[src/rtl/mc_sequencer.sv]
// Multi-cycle CPU sequencer: one-hot FSM driving fetch/decode/execute strobes,
// data-memory req/ack with timeout, interrupt entry and a latched CP0 cause code.
module mc_sequencer #(
  parameter int unsigned        INSTR_W     = 54,
  parameter logic [INSTR_W-1:0] JUMP_MASK   = INSTR_W'(54'h0000_0000_0001_0000),
  parameter logic [INSTR_W-1:0] TRAP_MASK   = INSTR_W'(54'h2F_0000_0000_0000),
  parameter logic [INSTR_W-1:0] MEM_MASK    = INSTR_W'(54'h0000_FF00_0000_0000),
  parameter logic [INSTR_W-1:0] WB_MASK     = INSTR_W'(54'h0000_1F00_07FE_FFFF),
  parameter int unsigned        SYSCALL_BIT = 51,
  parameter int unsigned        TEQ_BIT     = 52,
  parameter int unsigned        BREAK_BIT   = 53,
  parameter int unsigned        MEM_TIMEOUT = 16
) (
  input  logic               clk,
  input  logic               rst,
  input  logic [INSTR_W-1:0] decoded_instr,
  input  logic               zero,
  input  logic               mem_ack,
  input  logic               irq,
  input  logic               irq_ena,
  output logic               pc_ena,
  output logic               ir_in,
  output logic               decode_ena,
  output logic               zin,
  output logic               zout,
  output logic               npc_in,
  output logic               regfile_w,
  output logic               mem_req,
  output logic               cp0_ena,
  output logic [4:0]         cp0_cause,
  output logic [5:0]         state
);

  localparam int unsigned          CNT_W    = $clog2(MEM_TIMEOUT) + 1;
  localparam logic [CNT_W-1:0]     CNT_LAST = CNT_W'(MEM_TIMEOUT - 1);

  typedef enum logic [5:0] {
    S_IF  = 6'b000001,
    S_ID  = 6'b000010,
    S_EX  = 6'b000100,
    S_MEM = 6'b001000,
    S_WB  = 6'b010000,
    S_EXC = 6'b100000
  } state_t;

  state_t           cur, nxt;
  logic [CNT_W-1:0] cnt;
  logic [4:0]       cause, cause_nxt;
  logic             fetch_stb, id_stb, mem_stb, wb_stb, exc_stb;

  always_ff @(posedge clk or negedge rst) begin
    if (!rst) begin
      cur   <= S_IF;
      cnt   <= '0;
      cause <= '0;
    end else begin
      cur   <= nxt;
      // cause_nxt only departs from cause on transitions into EXC
      cause <= cause_nxt;
      cnt   <= (cur == S_MEM && nxt == S_MEM) ? cnt + CNT_W'(1) : '0;
    end
  end

  always_comb begin
    nxt       = S_IF;
    cause_nxt = cause;
    fetch_stb = 1'b0;
    id_stb    = 1'b0;
    mem_stb   = 1'b0;
    wb_stb    = 1'b0;
    exc_stb   = 1'b0;
    case (cur)
      S_IF: begin
        if (irq && irq_ena) begin
          nxt       = S_EXC;
          cause_nxt = 5'd0;
        end else begin
          fetch_stb = 1'b1;
          nxt       = S_ID;
        end
      end
      S_ID: begin
        id_stb = 1'b1;
        if (|(decoded_instr & JUMP_MASK)) begin
          nxt = S_IF;
        end else if (|(decoded_instr & TRAP_MASK)) begin
          nxt = S_EXC;
          if (decoded_instr[SYSCALL_BIT])    cause_nxt = 5'd8;
          else if (decoded_instr[BREAK_BIT]) cause_nxt = 5'd9;
          else                               cause_nxt = 5'd0;
        end else if (decoded_instr == '0) begin
          nxt = S_IF;
        end else begin
          nxt = S_EX;
        end
      end
      S_EX: begin
        if (decoded_instr[TEQ_BIT]) begin
          if (zero) begin
            nxt       = S_EXC;
            cause_nxt = 5'd13;
          end else begin
            nxt = S_IF;
          end
        end else if (|(decoded_instr & MEM_MASK)) begin
          nxt = S_MEM;
        end else if (|(decoded_instr & WB_MASK)) begin
          nxt = S_WB;
        end else begin
          nxt = S_IF;
        end
      end
      S_MEM: begin
        mem_stb = 1'b1;
        // ack in the final wait cycle takes precedence over the bus-error trap
        if (mem_ack) begin
          nxt = (|(decoded_instr & WB_MASK)) ? S_WB : S_IF;
        end else if (cnt == CNT_LAST) begin
          nxt       = S_EXC;
          cause_nxt = 5'd7;
        end else begin
          nxt = S_MEM;
        end
      end
      S_WB: begin
        wb_stb = 1'b1;
        nxt    = S_IF;
      end
      S_EXC: begin
        exc_stb = 1'b1;
        nxt     = S_IF;
      end
      default: nxt = S_IF;
    endcase
  end

  assign pc_ena     = rst & fetch_stb;
  assign ir_in      = rst & fetch_stb;
  assign decode_ena = rst & fetch_stb;
  assign zin        = rst & fetch_stb;
  assign zout       = rst & id_stb;
  assign npc_in     = rst & (id_stb | exc_stb);
  assign regfile_w  = rst & wb_stb;
  assign mem_req    = rst & mem_stb;
  assign cp0_ena    = rst & exc_stb;
  assign cp0_cause  = cause;
  assign state      = cur;

endmodule
[config.mk]
export PLATFORM = sky130hd
export DESIGN_NAME = mc_sequencer
export DESIGN_NICKNAME = d
export VERILOG_FILES = /design/src/rtl/mc_sequencer.sv
export SDC_FILE = /design/constraint.sdc
export NUM_CORES = 1
export LEC_CHECK = 0
export CAP_MARGIN = 20
export CORE_MARGIN = 10
export CORE_UTILIZATION = 35
export DETAILED_ROUTE_END_ITERATION = 12
export PLACE_DENSITY_LB_ADDON = 0.15
export SYNTH_ARGS = -nofsm -noshare
export SYNTH_HDL_FRONTEND = slang
export SYNTH_SLANG_ARGS = --single-unit
[constraint.sdc]
create_clock -name clk -period 5.8 [get_ports clk]
set_input_delay 1.45 -clock clk [delete_from_list [all_inputs] [get_ports clk]]
set_output_delay 1.45 -clock clk [all_outputs]
set_load 0.02 [all_outputs]
==> metrics.yaml <==
timing:
  setup_tns_ns: 0
  hold_viol_final: 0
  fin_crit_ns: 4.75
  slew_headroom_pct: 57.2
  finalCritPeriodShare_pct: 81.8
  setup_viol: 0
  skew_ns: 0.00449
  fmax_mhz: 211
  worstMarginPinSlew_ns: 0.633
  rsz0062_at_grt: "no"
  drv_slew: 0
clock_network:
  cts_resized: 0
  insertion_delay_ns: 0.28
  h-tree-depth: 1
  cts_setup_buffers: 0
  clockRootBuffer: "clkbuf_4"
  cts_inserted_buffers: 3
  cts_hold_buf: 0
  cts_tree: "built"
  cts_sinks: 15
  clkTransAtPathRegs_ns: 0.09
  cts_buffer_depth: 2
min_path:
  hp-start: "cnt[0]$_DFF_PN0_"
  hold_path_depth: 1
  holdPathEnd: "cnt[0]$_DFF_PN0_"
  min_path_type: "reg -> reg"
grt:
  grt_pass1_vias: 1277
  overflow: 0
  grt.total_usage_pct: 14.6
  grt_max_degree: 20
  grt_pass1_wl_um: 6180
  antenna_found_initial: 0
routing:
  route.detailed.drc: 0
  wirelength_um: 3800
  wl_per_cell_um: 17.9
  dr.pass1.iters: 4
  ant_nets: 0
  viasPerCell: 5.32
  vias: 1128
  drtIter0Drc: 81
place:
  place.gp.congestion: 0.764
  portBuffers: 78
  placed_area_sq_um: 1750
  dp.final_hpwl_um: 3440
floorplanning:
  core_area_sq_um: 2710
  dieArea_sq_um: 5270
  start_util_pct: 35.7
  die_w_um: 72.6
  io_pins: 80
  row_count: 19
  die-height_um: 72.6
layout:
  syn_to_final_growth_pct: 84.1
  drive_gt1_share_pct: 7.73
  n_antenna_cell: 0
  final_cell_mix: "clkdlybuf4s50_1, nor2_1, dfrtp_1, nor4_1, o21ai_0"
  fin_area_sq_um: 1780
  nets: 244
  final_common_cell: "clkdlybuf4s50_1"
pwr:
  peakVddDrop_mv: 0.171
  power_density_nw_per_um2: 243
  pwr-share-seq_pct: 34.1
  pwr-share-clk_pct: 14.1
  switching_share_pct: 35.5
  p_switching_uw: 154
  p_comb_share_pct: 51.8
  p_int_uw: 280
  power_leakage_uw: 0.000688
synthesis:
  yosys.area.top_type: "dfrtp_1"
  syn_nets: 165
  synthTopCellsByArea: "dfrtp_1, nor4_1, nor2_1"
  synthesis.area_sq_um: 967
  yosysWarnings: 0
  yosys.area.top_type_share_pct: 36.2
  syn-mean-instance-area_sq_um: 9.39
  postSynthCellCount: 103
  ys_ff_latch: 15
  ys_seq_area_share_pct: 38.9
  ys_types: 41
critical_path:
  cp_cell_sequence: "clkdlybuf4s50_1 > buf_4 > nand3_1 > nor3b_1 > or2_2 > clkdlybuf4s50_1"
  cp_top_family: "buffers and inverters"
  end_kind: "output port"
  worstRegToRegCells: 4
  r2r_start: "state[1]$_DFF_PN0_"
  crit_path_max_incr_delay_ns: 0.59
  cp.arrival_ns: 3.30
  crit_type: "in -> out"
  worst_ep_required_time_ns: 4.35
  r2r_end: "cp0_cause[3]$_DFFE_PN0P_"
  path_buf_inv: 3
  path_max_fanout: 19
  crit_top_cell: "clkdlybuf4s50_1"
  slowest_stage: "clkdlybuf4s50_1"
  startpoint_type: "primary input"
  r2r_setup_slack_ns: 3.51
job:
  maxCapViolCount: 0
status:
  status: "finished clean"
-- final cells by class --
cell class,instances,area (sq um)
repair buffers,79,788
inverters,4,15.0
fillers,230,930
clock inverters,1,5.00
flip-flops and latches,15,377
clock buffers,3,22.5
multi-input cells,79,534
well taps,31,38.8
-- worst max-delay path by stage --
stage	slack, ns	from	cells past startpoint	end
floorplan	1.97	rst	3	npc_in
global placement	1.11	rst	6	npc_in
detailed placement	1.04	rst	6	npc_in
CTS	1.04	rst	6	npc_in
global route	0.90	rst	6	npc_in
finish	1.05	rst	6	npc_in
-- synth_stat cells, drive strengths merged --
| master | n |
|---|---|
| dfrtp | 14 |
| nor2 | 14 |
| nor4 | 9 |
| buf | 5 |
| o21ai | 5 |
| inv | 4 |
| nand2 | 4 |
| a21oi | 3 |
| and2 | 3 |
| nand3 | 3 |
| nor3b | 3 |
| or4 | 3 |
| a22oi | 2 |
| and3 | 2 |
| ha | 2 |
| nand2b | 2 |
| nand4b | 2 |
| nor4b | 2 |
| xor2 | 2 |
| a31oi | 1 |
| and4 | 1 |
| and4b | 1 |
| conb | 1 |
| dfstp | 1 |
| mux2 | 1 |
| nand3b | 1 |
| nand4 | 1 |
| nor3 | 1 |
| o211ai | 1 |
| o21a | 1 |
| o221ai | 1 |
| o22a | 1 |
| o311a | 1 |
| o31ai | 1 |
| o32a | 1 |
| or2 | 1 |
| or3b | 1 |
| xnor2 | 1 |
-- per-layer routing --
layer | up-vias | GRT usage (%) | part of all wire [%]
met2 | 61 | 27.5 | 52
met4 | 0 | 5.06 | 0.61
met5 | - | 0 | 0
li1 | 541 | - | -
met3 | 2 | 8.31 | 14
met1 | 524 | 12.5 | 33
-- logic make-up after synthesis --
kind of cell / share of synthesized area [%]
AND/OR/NAND/NOR: 33.8
AO/OA/AOI/OAI: 14.2
adder cells (fa/ha/maj): 2.59
buffers and inverters: 5.82
flip-flops: 38.9
multiplexers: 1.55
XOR/XNOR: 2.72
other: 0.388
-- flip-flops by register name, indices dropped and copies added, names as in the netlist --
name	cells
cnt	5
cp0_cause	4
state	6
-- power groups by stage --
stage / Sequential [uW] / Clock (uW) / Combinational (uW)
floorplan: 166 / 0 / 94.9
global placement: 148 / 0 / 222
detailed placement: 149 / 0 / 227
CTS: 147 / 63.4 / 226
global route: 150 / 68.0 / 238
finish: 148 / 61.2 / 225
-- per-stage QoR --
step	instances	setup slack, ns	total power (uW)	hold WS (ns)	utilization (%)
after floorplan	103	1.97	261	0.433	-
after global placement	208	1.11	370	0.447	64.7
after detailed placement	208	1.04	375	0.460	64.7
after CTS	212	1.04	437	0.474	65.7
after global routing	212	0.897	456	0.505	65.7
final	212	1.05	434	0.477	65.7
Power figures use the tool's default switching activity.
